## src/rtl/timer_pkg.sv

```systemverilog
// rtl/timer_pkg.sv - shared state encoding and BCD compare constants for the mm:ss timer
package timer_pkg;

    typedef enum logic [1:0] {
        IDLE  = 2'd0,
        RUN   = 2'd1,
        PAUSE = 2'd2,
        ALARM = 2'd3
    } timer_state_e;

    localparam logic [7:0]  BCD_ZERO     = 8'h00;
    localparam logic [15:0] CNT_ZERO     = 16'h0000;
    localparam logic [15:0] CNT_ONE_SEC  = 16'h0001;

endpackage

```

## src/rtl/tick_prescaler.sv

```systemverilog
// rtl/tick_prescaler.sv - free-running modulo-TICK_DIV counter with a one-cycle tick at its last count
module tick_prescaler #(
    parameter int TICK_DIV = 100_000_000
) (
    input  logic clk,
    input  logic reset,
    input  logic enable_i,
    input  logic clear_i,
    output logic tick_o
);

    localparam int             W    = (TICK_DIV > 2) ? $clog2(TICK_DIV) : 1;
    localparam logic [W-1:0]   LAST = W'(TICK_DIV - 1);

    logic [W-1:0] count_q;
    logic [W-1:0] count_d;

    // Clear wins over enable so a pending abort never lets the phase advance.
    always_comb begin
        count_d = count_q;
        if (clear_i) begin
            count_d = '0;
        end else if (enable_i) begin
            count_d = (count_q == LAST) ? '0 : count_q + W'(1);
        end
    end

    always_ff @(posedge clk or negedge reset) begin
        if (!reset) begin
            count_q <= '0;
        end else begin
            count_q <= count_d;
        end
    end

    assign tick_o = enable_i && (count_q == LAST);

endmodule

```

## src/rtl/countdown_timer_ctrl.sv

```systemverilog
// rtl/countdown_timer_ctrl.sv - run/pause/alarm sequencer driving load and decrement strobes of the BCD counters
module countdown_timer_ctrl
    import timer_pkg::*;
#(
    parameter int TICK_DIV   = 100_000_000,
    parameter int ALARM_SECS = 10
) (
    input  logic       clk,
    input  logic       reset,
    input  logic       start,
    input  logic       pause,
    input  logic       clear,
    input  logic [7:0] cfg_min,
    input  logic [7:0] cfg_sec,
    input  logic [7:0] cnt_min,
    input  logic [7:0] cnt_sec,
    output logic       load,
    output logic       sec_dec,
    output logic       min_dec,
    output logic       alarm,
    output logic       running,
    output logic [1:0] state
);

    localparam int            AW         = (ALARM_SECS > 1) ? $clog2(ALARM_SECS + 1) : 1;
    localparam logic [AW-1:0] ALARM_LAST = AW'(ALARM_SECS - 1);

    timer_state_e  state_q, state_d;
    logic [AW-1:0] alarm_cnt_q, alarm_cnt_d;
    logic          tick;
    logic          presc_en;
    logic          presc_clr;
    logic          cnt_zero;
    logic          cnt_one;

    assign cnt_zero = ({cnt_min, cnt_sec} == CNT_ZERO);
    assign cnt_one  = ({cnt_min, cnt_sec} == CNT_ONE_SEC);

    // One prescaler serves both the countdown and the alarm duration.
    assign presc_en  = (state_q == RUN) || (state_q == ALARM);
    assign presc_clr = (state_d == IDLE);

    tick_prescaler #(
        .TICK_DIV (TICK_DIV)
    ) u_prescaler (
        .clk      (clk),
        .reset    (reset),
        .enable_i (presc_en),
        .clear_i  (presc_clr),
        .tick_o   (tick)
    );

    always_comb begin
        state_d     = state_q;
        alarm_cnt_d = alarm_cnt_q;
        load        = 1'b0;
        sec_dec     = 1'b0;
        min_dec     = 1'b0;

        unique case (state_q)
            IDLE: begin
                load = 1'b1;
                if (start && ({cfg_min, cfg_sec} != CNT_ZERO)) begin
                    state_d = RUN;
                end
            end
            RUN: begin
                if (tick && !cnt_zero) begin
                    sec_dec = 1'b1;
                    min_dec = (cnt_sec == BCD_ZERO);
                end
                // A tick landing with pause still decrements; pause then wins over the alarm move.
                if (pause) begin
                    state_d = PAUSE;
                end else if (tick && (cnt_zero || cnt_one)) begin
                    state_d = ALARM;
                end
            end
            PAUSE: begin
                if (start && !pause) begin
                    state_d = RUN;
                end
            end
            ALARM: begin
                if (tick) begin
                    if (alarm_cnt_q == ALARM_LAST) begin
                        state_d = IDLE;
                    end else begin
                        alarm_cnt_d = alarm_cnt_q + AW'(1);
                    end
                end
                if (start || pause) begin
                    state_d = IDLE;
                end
            end
            default: state_d = IDLE;
        endcase

        if (clear) begin
            state_d = IDLE;
        end
        if (state_d != ALARM) begin
            alarm_cnt_d = '0;
        end
    end

    always_ff @(posedge clk or negedge reset) begin
        if (!reset) begin
            state_q     <= IDLE;
            alarm_cnt_q <= '0;
        end else begin
            state_q     <= state_d;
            alarm_cnt_q <= alarm_cnt_d;
        end
    end

    assign alarm   = (state_q == ALARM);
    assign running = (state_q == RUN);
    assign state   = state_q;

endmodule

```

## config.mk

```make
export PLATFORM = sky130hd
export DESIGN_NAME = countdown_timer_ctrl
export DESIGN_NICKNAME = d
export VERILOG_FILES = /design/src/rtl/timer_pkg.sv /design/src/rtl/tick_prescaler.sv /design/src/rtl/countdown_timer_ctrl.sv
export SDC_FILE = /design/constraint.sdc
export NUM_CORES = 1
export LEC_CHECK = 0
export ABC_CLOCK_PERIOD_IN_PS = 2450
export CORE_MARGIN = 4
export CORE_UTILIZATION = 55
export CTS_CLUSTER_DIAMETER = 80
export DETAILED_ROUTE_END_ITERATION = 10
export DONT_BUFFER_PORTS = 1
export GPL_TIMING_DRIVEN = 0
export PLACE_DENSITY = 0.7
export REMOVE_ABC_BUFFERS = 1
export SKIP_CTS_REPAIR_TIMING = 1
export SYNTH_ARGS = -nofsm -noshare
export SYNTH_HDL_FRONTEND = slang
export SYNTH_SLANG_ARGS = --single-unit
```

## constraint.sdc

```tcl
create_clock -name clk -period 2.45 [get_ports clk]
set_input_delay 0.49 -clock clk [delete_from_list [all_inputs] [get_ports clk]]
set_output_delay 0.49 -clock clk [all_outputs]
set_load 0.005 [all_outputs]
```

# == Word-level counts from Yosys, hierarchy flattened ==
# Cells that the tools add are included.
# classes
add_sub_neg,2
n_eq_ne,8
mux,21
reduce_logical,19
# op_table
operator,count
$mux 27,3
$add 27x1->27 const B,1
$eq 27x27->1 const B,1
$eq 16x1->1 const B,1
$logic_not 16->1,1
$mux 2,8
$mux 4,4
$reduce_bool 16->1,1
$logic_not 8->1,1
$pmux 2 s4,1
$reduce_bool 2->1,3
$logic_and 1x1->1,5
$mux 1,5
$add 4x1->4 const B,1
$eq 2x2->1 const B,2
$eq 4x4->1 const B,1
$logic_not 2->1,2
$logic_or 1x1->1,3
$reduce_and 3->1,1
$eq 2x1->1 const B,1
$logic_not 1->1,2
$ne 2x1->1 const B,1
$ne 2x2->1 const B,1
# word_totals
regBits,33
input_bits,37
out_inout_bits,7
word_cells,53

# == Depth between registers and ports, before layout ==
# Gate-level depths: netlist of run 1.
# depth
depth_word,11
mapped_depth,7
ltp_nobuf,7

# == By module ==
# From an unflattened synthesis of run 1, not the netlist that was laid out.
# hier_totals
cells_unflattened,230
hier_area_um2,2069.5
# modules_own_cells
module,instances,cells_each,area_per_inst_um2,seq_area_each_um2
tick_prescaler,1,166,1574.0,675.6
countdown_timer_ctrl,1,64,495.5,150.1

# == Least setup slack after synthesis of run 1 ==
# No wires, ideal clock.
# synth_path
kind,register -> output
start,register u_prescaler.count_q[0]
end,output port min_dec
arrival_ns,1.663
required_time_ns,1.960
setup_slack_ns,0.297
path_stages_with_launch,7
n_path_buf,0
cell_sequence,dfrtp_1 ha_1 nor4bb_1 nand4_1 nor3_2 nand2_1 nor4_1
# synth_via
elab_chain_cells,5
# synth_rtl
item,line_no,text
"start, declared",tick_prescaler.sv:15,logic [W-1:0] count_q;
"start signal, assigned",tick_prescaler.sv:32,count_q <= count_d;
$eq 27x27->1,tick_prescaler.sv:36,assign tick_o = enable_i && (count_q == LAST);
$logic_and 1x1->1,tick_prescaler.sv:36,
$logic_and 1x1->1,countdown_timer_ctrl.sv:68,if (tick && !cnt_zero) begin
$mux 1,countdown_timer_ctrl.sv:68,
$mux 1,countdown_timer_ctrl.sv:60,unique case (state_q)
"end, declared",countdown_timer_ctrl.sv:19,"output logic min_dec,"
# Every way passes these cells.

# == Worst setup path in the final report of run 1 ==
# layout_path
start,register u_prescaler.count_q[14]
end,output port min_dec
# Same word-level chain as after synthesis.

==> flow_summary.ini, run 1 <==
[timing]
rsz0062_at_grt = yes
max_slew.worst_pin.slew_ns = 0.527
finClkSkew_ns = 0.00538
slew_viol_final = 0
slew_headroom_pct = 64.7
max_freq_mhz = 410
min_period_over_period_pct = 99.7
finalCriticalPeriod_ns = 2.44
tns_ns = 0
timing.hold.ws_ns = 0.0337
setup_viol = 0
hold_viol = 0

[logic_synthesis]
synthTopCellsByArea = dfrtp_1 37%, xor2_1 5.5%, xnor2_1 5.1%
synth-main-ff-cell = dfrtp_1
synth_top_area_share_pct = 37.3
ys_types = 49
yosys_warnings = 0
ys_ff_latch = 33
async_reset_ff_share_pct = 100
syn-instance-count = 240
netlist_area_sq_um = 2220
synth_seq_area_share_pct = 37.3
synth_area_per_cell_sq_um = 9.23
synth_largest_area_cell = dfrtp_1
synth_edf_count = 0

[critical_path]
critPathKind = reg -> out
r2r_end = u_prescaler.count_q[22]
rrSetupSlack_ns = 0.26
endpoint_kind = output port
path_max_fanout = 5
critical-path-max-stage-delay_ns = 0.42
critPathRequiredTime_ns = 1.96
cpMaxStageDelayCell = dfrtp_1
r2r_cells = 5
cp-start-kind = flip-flop
crit_chain = nand4_1, or2_4, nor3_4, nand2_1, nor4_2
cp.arrival_ns = 1.95
timing.rr.start = state[0]

[run]
cap_viol_max_count = 0

[clocking]
cts_made_buffers = 5
cts_max_level = 2
cts_root_buffer = clkbuf_8
clk_path_buf_depth = 2
clock_sinks = 33
cts_tree = built
clkLatencyLatePin_ns = 0.28
clk_pin_slew_worst_paths_ns = 0.07

[placement]
dpl.hpwl_um = 3520
port_buffers = 0
gp_congestion = 0.850

[floorplanning]
chipHeight_um = 71.5
die_w_um = 71.5
ios = 44
dieArea_sq_um = 5110
initial_core_util_pct = 58.8
core-area_sq_um = 3770
fp-row-count = 22

[detailed_routing]
first_iter_violations = 148
drt-vias-per-instance = 6.14
postRouteAntennaNets = 0
first_pass_iters = 4
num_vias = 1884
wl_per_cell_um = 16.8
wl_um = 5160
drc = 0

[cells_and_area]
drive_above_1_share_pct = 22.8
antenna_cells = 0
fin_nets = 298
regArea_sq_um = 833
multi_input_area_sq_um = 1370
fillCellCount = 306
syn_to_final_growth_pct = 14.9

[power]
p_per_area_nw_per_um2 = 424
ir_drop_mv = 0.420
p_leak_nw = 0.956

[outcome]
outcome = complete, no violations

[global_routing]
grt_pass1_wl_um = 7820
grt_overflow = 0
grt_pass1_vias = 1648
track_usage_pct = 19.4
grt_antenna_before_repair = 0
grt_max_degree = 34

[hold_path]
hold_path.class = in -> async
==> where the power goes <==
part	switching [mW]	total [mW]	internal, mW	leakage (nW)
Clock	0.191	0.445	0.254	0.0542
Combinational	0.0480	0.0733	0.0253	0.452
Sequential	0.0124	0.560	0.548	0.450
Total	0.251	1.08	0.827	0.956
==> critical path, delay by kind of cell (launching register included) <==
kind          cells  cell delay (ns)
simple gates      5             1.24
flops             1             0.42
==> registers in the layout, indices dropped and copies added (netlist names) <==
name                 cells
alarm_cnt_q              4
u_prescaler.count_q     27
state                    2
==> cells in the final DEF (no fill, tap or decap), drive strengths merged, types with 2 or more instances in the layout <==
master   n
nor2    30
dfrtp   33
inv      9
and2     2
or3      5
or2      2
xor2    14
nand3    5
nand3b   3
nor4    20
and3     2
nand4b   2
o21ai    3
o21a     2
clkbuf   7
nand2b   6
nand2   17
nor3    13
xnor2   13
nand4   17
and4     2
buf     18
a21oi   13
nor3b    2
ha       3
==> how the worst max path moves through the flow <==
stage | cells past startpoint | startpoint | end | slack, ns
3_3_place_gp | 6 | u_prescaler.count_q[0] | min_dec | -0.002
5_1_grt | 5 | u_prescaler.count_q[14] | min_dec | -0.11
3_5_place_dp | 6 | u_prescaler.count_q[0] | min_dec | 0.01
4_1_cts | 6 | u_prescaler.count_q[0] | min_dec | -0.31
2_1_floorplan | 6 | u_prescaler.count_q[0] | min_dec | 0.29
6_report | 5 | u_prescaler.count_q[14] | min_dec | 0.008
==> Yosys cell counts (3+ instances only) <==
library cell,n
nor2_1,30
inv_1,9
nand2_1,17
nor4_2,5
nor4_1,13
nand2b_1,6
ha_1,3
nand3b_1,3
or3_1,4
dfrtp_1,33
nor3_2,4
nor3_1,9
xor2_1,14
nand4_1,15
xnor2_1,13
buf_2,5
a21oi_1,13
nand3_1,5
==> through the flow <==
| step | power [mW] | setup slack, ns | std cells | area (sq um) | utilization (%) |
|---|---|---|---|---|---|
| after CTS | 1.07 | -0.314 | 289 | 2340 | 62.1 |
| after global placement | 0.624 | -0.00155 | 281 | 2240 | 59.4 |
| after floorplan | 0.610 | 0.293 | 233 | 2180 | - |
| final | 1.08 | 0.00838 | 307 | 2540 | 67.5 |
| after detailed placement | 0.624 | 0.0113 | 281 | 2240 | 59.4 |
| after global routing | 1.13 | -0.113 | 307 | 2540 | 67.5 |
==> kinds of logic (layout without fill, tap and decap cells) <==
group,after synthesis,count (layout),share of synthesized area (%)
fa+ha+maj,3,3,1.69
xor+xnor,27,27,10.7
mux,1,1,0.452
compound gates,27,27,8.47
buf+inv,16,35,3.16
simple gates,133,133,38.3
flops,33,33,37.3
==> area by class of cell <==
cell class / instances / area share [%]
multi-input cells: 191 / 53.8
clock buffers: 7 / 3.79
repair buffers: 18 / 5.80
inverters: 9 / 1.33
well taps: 48 / 2.36
flip-flops and latches: 33 / 32.7
clock inverters: 1 / 0.197
==> layer usage <==
metal / vias to the layer above / GRT usage, % / routed length (um)
met1: 904 / 27.5 / 2260
met2: 58 / 29.8 / 2480
li1: 913 / - / -
met5: - / 0 / 0
met4: 0 / 7.52 / 106
met3: 9 / 3.09 / 310
Note: power is estimated with default switching activity, not from simulation.
==> run 2, diff against run 1 <==
--- a/config.mk
+++ b/config.mk
@@ -7,12 +7,11 @@
 export LEC_CHECK = 0
 export ABC_CLOCK_PERIOD_IN_PS = 2450
 export CORE_MARGIN = 4
-export CORE_UTILIZATION = 55
+export CORE_UTILIZATION = 35
 export CTS_CLUSTER_DIAMETER = 80
 export DETAILED_ROUTE_END_ITERATION = 10
 export DONT_BUFFER_PORTS = 1
 export GPL_TIMING_DRIVEN = 0
-export PLACE_DENSITY = 0.7
 export REMOVE_ABC_BUFFERS = 1
 export SKIP_CTS_REPAIR_TIMING = 1
 export SYNTH_ARGS = -nofsm -noshare
==> run 2 against run 1 <==
  * Combinational power increased by 2%
  * Flip-flop and latch count unchanged
  * Sequential share of layout area decreased by 0.24 points
  * Count of clock-buffer cells in the layout decreased by 2
  * Worst hold slack got worse by 0.012 ns
  * Power decreased by 2.3%
  * Sequential power about the same
  * Clock skew increased by 0.0024 ns
  * Die area increased by 50%
  * Critical endpoint unchanged
  * Global-route usage decreased by 5.6 points
==> flow_summary.ini, run 2 (synthesis gave the netlist of run 1 again) <==
[detailed_routing]
drc = 0
first_iter_violations = 88
postRouteAntennaNets = 0
first_pass_iters = 4
wl_um = 5270
num_vias = 1830
wl_per_cell_um = 15.9
drt-vias-per-instance = 5.51

[power]
p_leak_nw = 0.941
ir_drop_mv = 0.186
p_per_area_nw_per_um2 = 409
power.total_mw = 1.05

[critical_path]
cp.arrival_ns = 1.90
crit_chain = ha_4, nor4bb_4, nand4_1, nor3_4, nand2_2, nor4_4
endpoint_kind = output port
critPathKind = reg -> out
critical-path-max-stage-delay_ns = 0.41
cpMaxStageDelayCell = dfrtp_2
path_max_fanout = 4
critPathRequiredTime_ns = 1.96
cp-start-kind = flip-flop

[timing]
slew_viol_final = 0
slew_headroom_pct = 61.5
max_slew.worst_pin.slew_ns = 0.576
setup_viol = 0
rsz0062_at_grt = yes
max_freq_mhz = 418
finalCriticalPeriod_ns = 2.39
min_period_over_period_pct = 97.6
hold_viol = 0
finalWorstSetupSlack_ns = 0.0599
finClkSkew_ns = 0.00782

[clocking]
cts_max_level = 2
clock_sinks = 33
clk_pin_slew_worst_paths_ns = 0.08
clk_path_buf_depth = 2
cts_tree = built
cts_root_buffer = clkbuf_8
clkLatencyLatePin_ns = 0.29
cts_made_buffers = 5

[cells_and_area]
layout_commonest_cell = nor2_1
multi_input_area_sq_um = 1390
largest-register = u_prescaler.count_q
fin_nets = 296
final_cell_mix = 30 x nor2_1, 24 x dfrtp_1, 16 x nand2_1
regArea_sq_um = 837
antenna_cells = 0
syn_to_final_growth_pct = 16.2
fillCellCount = 601
drive_above_1_share_pct = 24.5
largest_reg_flops = 27

[global_routing]
grt_overflow = 0
grt_max_degree = 34
track_usage_pct = 13.8
grt_antenna_before_repair = 0
grt_pass1_vias = 1761
grt_pass1_wl_um = 8430

[floorplanning]
dieArea_sq_um = 7670
initial_core_util_pct = 36.8
core-area_sq_um = 6030
die_w_um = 87.6
chipHeight_um = 87.6
fp-row-count = 28
ios = 44

[placement]
dpl.hpwl_um = 3670
gp_congestion = 0.806
port_buffers = 0
pre_cts_ws_ns = -0.109

[hold_path]
hold_path.class = in -> async

[run]
cap_viol_max_count = 0

[outcome]
outcome = complete, no violations
run 2: area by class of cell:
cell class,count,share of cell area [%]
inverter,9,1.31
tap,75,3.64
clock inverter,3,0.680
sequential,33,32.5
timing repair buffer,16,5.15
multi-input combinational,191,54.0
clock buffer,5,2.67
run 2: through the flow:
stage	TNS (ns)	instance area, sq um	util [%]	std cells	hold WS [ns]
2_1_floorplan	0	2180	-	233	0.194
3_3_place_gp	-0.376	2270	37.7	308	0.196
3_5_place_dp	-1.34	2270	37.7	308	0.196
4_1_cts	-1.61	2360	39.2	316	-0.127
5_1_grt	-0.0795	2570	42.7	332	0.0213
6_report	0	2570	42.7	332	0.0217
run 2: power breakdown:
part | switching, mW | internal (mW) | leakage [nW] | total (mW)
combinational | 0.0494 | 0.0254 | 0.452 | 0.0748
clock | 0.222 | 0.196 | 0.0439 | 0.418
sequential | 0.0134 | 0.547 | 0.445 | 0.561
total | 0.285 | 0.769 | 0.941 | 1.05
run 2: worst max-delay path, delay by kind of cell (launching register included):
| kind | cells | cell delay [ns] |
|---|---|---|
| AND/OR/NAND/NOR | 5 | 1.05 |
| flip-flops | 1 | 0.41 |
| adder cells (fa/ha/maj) | 1 | 0.16 |
run 2: routing by layer:
layer,up-vias,wire length (um),track usage [%]
li1,902,-,-
met2,39,2490,22.3
met1,887,2470,18.7
met3,2,271,3.01
met4,0,27,3.35
met5,-,0,0
run 2: path summary, 6_finish.rpt:
path / endpoint / start / cells after the start / slack, ns
setup / recovery: min_dec / u_prescaler.count_q[1] / 6 / 0.06
hold / removal: u_prescaler.count_q[5] / reset / 1 / 0.02
setup reg to reg: u_prescaler.count_q[0] / u_prescaler.count_q[1] / 7 / 0.35
hold reg to reg: u_prescaler.count_q[7] / u_prescaler.count_q[7] / 2 / 0.56
max in group asynchronous: u_prescaler.count_q[12] / reset / 1 / 2.24
min in group clk: state[1] / clear / 1 / 0.26
==> run 3, diff against run 2 <==
--- a/config.mk
+++ b/config.mk
@@ -12,6 +12,7 @@
 export DETAILED_ROUTE_END_ITERATION = 10
 export DONT_BUFFER_PORTS = 1
 export GPL_TIMING_DRIVEN = 0
+export HOLD_SLACK_MARGIN = 0.03
 export REMOVE_ABC_BUFFERS = 1
 export SKIP_CTS_REPAIR_TIMING = 1
 export SYNTH_ARGS = -nofsm -noshare
==> run 3 against run 2 <==
  * Utilization grew 0.17 points
  * Sequential share of layout area shrank 0.13 points
  * Critical endpoint unchanged
  * Critical path type unchanged
  * Global-route usage is the same
==> flow_summary.ini, run 3 (synthesis gave the netlist of run 1 again) <==
[outcome]
outcome = complete, no violations

[global_routing]
track_usage_pct = 13.8
grt_overflow = 0
grt_pass1_vias = 1761
grt_pass1_wl_um = 8430
grt_max_degree = 34
grt_antenna_before_repair = 0

[floorplanning]
chipHeight_um = 87.6
die_w_um = 87.6
core-area_sq_um = 6030
dieArea_sq_um = 7670
fp-row-count = 28
initial_core_util_pct = 36.8
ios = 44

[cells_and_area]
utilization_pct = 42.9
final_cell_mix = 30 x nor2_1, 24 x dfrtp_1, 16 x nand2_1
drive_above_1_share_pct = 24.4
largest-register = u_prescaler.count_q
fin_nets = 297
largest_reg_flops = 27
antenna_cells = 0
layout_commonest_cell = nor2_1
syn_to_final_growth_pct = 16.7

[detailed_routing]
num_vias = 1830
first_iter_violations = 99
wl_um = 5260
drt-vias-per-instance = 5.50
first_pass_iters = 4
wl_per_cell_um = 15.8
postRouteAntennaNets = 0
drc = 0

[critical_path]
cp.arrival_ns = 1.89
timing.rr.start = state[0]
cpMaxStageDelayCell = dfrtp_2
crit_end = min_dec
critical-path-max-stage-delay_ns = 0.41
critPathRequiredTime_ns = 1.96
crit_chain = ha_4, nor4bb_4, nand4_1, nor3_4, nand2_2, nor4_4
worstSetupStartpoint = u_prescaler.count_q[1]
rrSetupSlack_ns = 0.35
r2r_cells = 5
endpoint_kind = output port
crit_buf_inv = 0
critPathTopFamily = simple AND/OR/NAND/NOR gates
cp-start-kind = flip-flop
path_max_fanout = 4
critPathKind = reg -> out
r2r_end = u_prescaler.count_q[0]
crit_cells = 6

[timing]
max_slew.worst_pin.slew_ns = 0.576
slew_viol_final = 0
max_freq_mhz = 420
finClkSkew_ns = 0.00769
hold_viol = 0
slew_headroom_pct = 61.5
rsz0062_at_grt = yes
setup_viol = 0
min_period_over_period_pct = 97.1
finalCriticalPeriod_ns = 2.38

[clocking]
clk_pin_slew_worst_paths_ns = 0.08
cts_max_level = 2
cts_tree = built
cts_made_buffers = 5
cts_root_buffer = clkbuf_8
clkLatencyLatePin_ns = 0.29
clk_path_buf_depth = 2
clock_sinks = 33

[power]
p_seq_share_pct = 53.1
combPwrFrac_pct = 7.2
p_leak_nw = 0.945
ir_drop_mv = 0.187
power.internal_mw = 0.770
p_sw_share_pct = 27.1
pwr-share-clk_pct = 39.7
p_per_area_nw_per_um2 = 408
p_sw_mw = 0.286
power.total_mw = 1.06

[placement]
dpl.hpwl_um = 3670
gp_congestion = 0.806
port_buffers = 0

[hold_path]
hold_path.class = in -> reg

[run]
cap_viol_max_count = 0
## run 3: cell count changes in the layout (fill, tap and decap cells not counted), sizes merged
| cell | change |
|---|---|
| dlygate4sd3 | +1 |
## run 3: worst min path at each step
stage	start	endpoint	slack, ns	cells after the start
final	clear	state[1]	0.26	1
after global routing	clear	state[1]	0.26	1
after CTS	reset	u_prescaler.count_q[5]	-0.13	0
after detailed placement	reset	u_prescaler.count_q[5]	0.20	0
after global placement	reset	u_prescaler.count_q[5]	0.20	0
after floorplan	reset	alarm_cnt_q[0]	0.19	0
## run 3: per-layer routing
metal	wire length, um	GRT usage (%)
met1	2480	18.7
met2	2480	22.3
met3	272	3.01
met4	27	3.35
met5	0	0
## run 3: cell type report
type,count,area (sq um)
flip-flops and latches,33,837
clock buffers,5,68.8
clock inverters,3,17.5
repair buffers,17,143
fillers,602,3440
multi-input cells,191,1390
well taps,75,93.8
inverters,9,33.8
## run 3: stage by stage
step	setup slack [ns]	area [sq um]	hold WS, ns	setup TNS, ns	std cells
after floorplan	0.293	2180	0.194	0	233
after global placement	-0.0418	2270	0.196	-0.376	308
after detailed placement	-0.109	2270	0.196	-1.34	308
after CTS	-0.312	2360	-0.127	-1.61	316
after global routing	-0.0795	2580	0.255	-0.0795	333
final	0.0705	2580	0.263	0	333
## run 3: power by group through the flow
stage	sequential (mW)	clock, mW	combinational [mW]
after floorplan	0.567	0	0.0437
after global placement	0.571	0	0.0561
after detailed placement	0.571	0	0.0569
after CTS	0.560	0.433	0.0570
after global routing	0.562	0.459	0.0880
final	0.561	0.419	0.0762
==> RTL change, RTL diff (config.mk and constraints of run 3) <==
Set the parameter `ALARM_SECS` to 11 (it was 10).
--- a/src/rtl/countdown_timer_ctrl.sv
+++ b/src/rtl/countdown_timer_ctrl.sv
@@ -3,7 +3,7 @@
     import timer_pkg::*;
 #(
     parameter int TICK_DIV   = 100_000_000,
-    parameter int ALARM_SECS = 10
+    parameter int ALARM_SECS = 11
 ) (
     input  logic       clk,
     input  logic       reset,
Check against the original RTL: same outputs for any inputs over 10 cycles, from zero or initial values and one cycle with reset low; that may be too few to reach the edited logic, so the function may still have changed.
==> RTL change against run 3 <==
- sequential cell count is the same
- design area shrank 5.9%
- worst setup slack lost 0.042 ns
- synthesized area is essentially flat
- global-route usage grew 0.057 points
- register-to-register slack lost 0.14 ns
- die area is essentially flat
- routed wire length shrank 5.4%
- power grew 0.16%
- synthesized cell count shrank 2.5%
==> RTL change: results <==
{
  "max_slew.worst_pin.slew_ns": 0.760,
  "grt_pass1_wl_mm": 8.15,
  "post_drt_wl_per_cell_um": 15.9,
  "htree_levels": 2,
  "postPlaceCellArea_sq_um": 2240,
  "layout.nets": 279,
  "place_congestion": 0.779,
  "synth_cell_types": 55,
  "ir_drop_v": 0.000269,
  "synth_area_leaders": "dfrtp_1 (37%), xnor2_1 (5.1%), nor2_1 (4.7%)",
  "crit_fanout": 5,
  "fillers": 607,
  "first_iter_violations": 89,
  "clock_path_buffers": 2,
  "synthTopCellsByCount": "dfrtp_1 (33), nor2_1 (28), nand2_1 (19)",
  "grtUsageTotal": 0.138,
  "crit_slowest_cell": "dfrtp_1",
  "viasPerCell": 5.55,
  "leakagePower_nw": 0.944,
  "drive_gt1_frac": 0.163,
  "outcome": "complete, no violations",
  "grt_pass1_vias": 1676,
  "ys_seq_area_frac": 0.373,
  "cp.arrival_ns": 1.93,
  "slowest_delay_ns": 0.43,
  "dp_hpwl_mm": 3.52
}
==> RTL change: changes by cell type after synthesis, sizes merged, moves of 4 or more <==
cell / change
nand4: -5
and3: +4
nand2b: -4
and4: +4
nor3: -4
nor4: -5
==> RTL change: worst paths after layout <==
kind | from | end | slack, ns
max | u_prescaler.count_q[0]$_DFFE_PN0P_ | min_dec | 0.03
min | clear | state[1]$_DFF_PN0_ | 0.26
max reg2reg | state[0]$_DFF_PN0_ | u_prescaler.count_q[21]$_DFFE_PN0P_ | 0.21
min reg2reg | u_prescaler.count_q[21]$_DFFE_PN0P_ | u_prescaler.count_q[21]$_DFFE_PN0P_ | 0.53
max in group asynchronous | reset | u_prescaler.count_q[11]$_DFFE_PN0P_ | 1.59
min in group asynchronous | reset | alarm_cnt_q[2]$_DFFE_PN0P_ | 0.66
==> RTL change: cell type report <==
| class | count | area, sq um | area share |
|---|---|---|---|
| clock buffer | 7 | 86.3 | 0.0355 |
| multi-input combinational | 185 | 1340 | 0.550 |
| inverter | 9 | 33.8 | 0.0139 |
| tap | 75 | 93.8 | 0.0386 |
| sequential | 33 | 830 | 0.341 |
| timing repair buffer | 5 | 52.6 | 0.0216 |
==> RTL change: power by group <==
group           total, W  internal (W)  switching, W
clock           0.000419      0.000223      0.000196
combinational  0.0000805     0.0000267     0.0000538
sequential      0.000559      0.000548     0.0000109
total            0.00106      0.000797      0.000261
==> RTL change: cells by family after synthesis <==
kind of cell / after synthesis / synth area share
compound gates: 33 / 0.114
xor+xnor: 25 / 0.0989
fa+ha+maj: 3 / 0.0170
buf+inv: 16 / 0.0446
flops: 33 / 0.373
mux: 1 / 0.00452
simple gates: 123 / 0.348
==> RTL change: per-layer routing <==
metal	vias up	track usage	routed length (um)
met2	36	0.208	2220
li1	863	-	-
met5	-	0	0
met4	0	0.0460	62
met1	838	0.189	2450
met3	5	0.0433	252
==> RTL change: critical path, delay by kind of cell, from the launching register on <==
family,cells,cell delay [ns]
flip-flops,1,0.43
AND/OR/NAND/NOR,5,1.04
adder cells (fa/ha/maj),1,0.16
==> RTL change: stage by stage <==
step | utilization | std cells
after detailed placement | 0.372 | 302
after CTS | 0.387 | 309
after global routing | 0.404 | 314
after floorplan | - | 227
after global placement | 0.372 | 302
final | 0.404 | 314
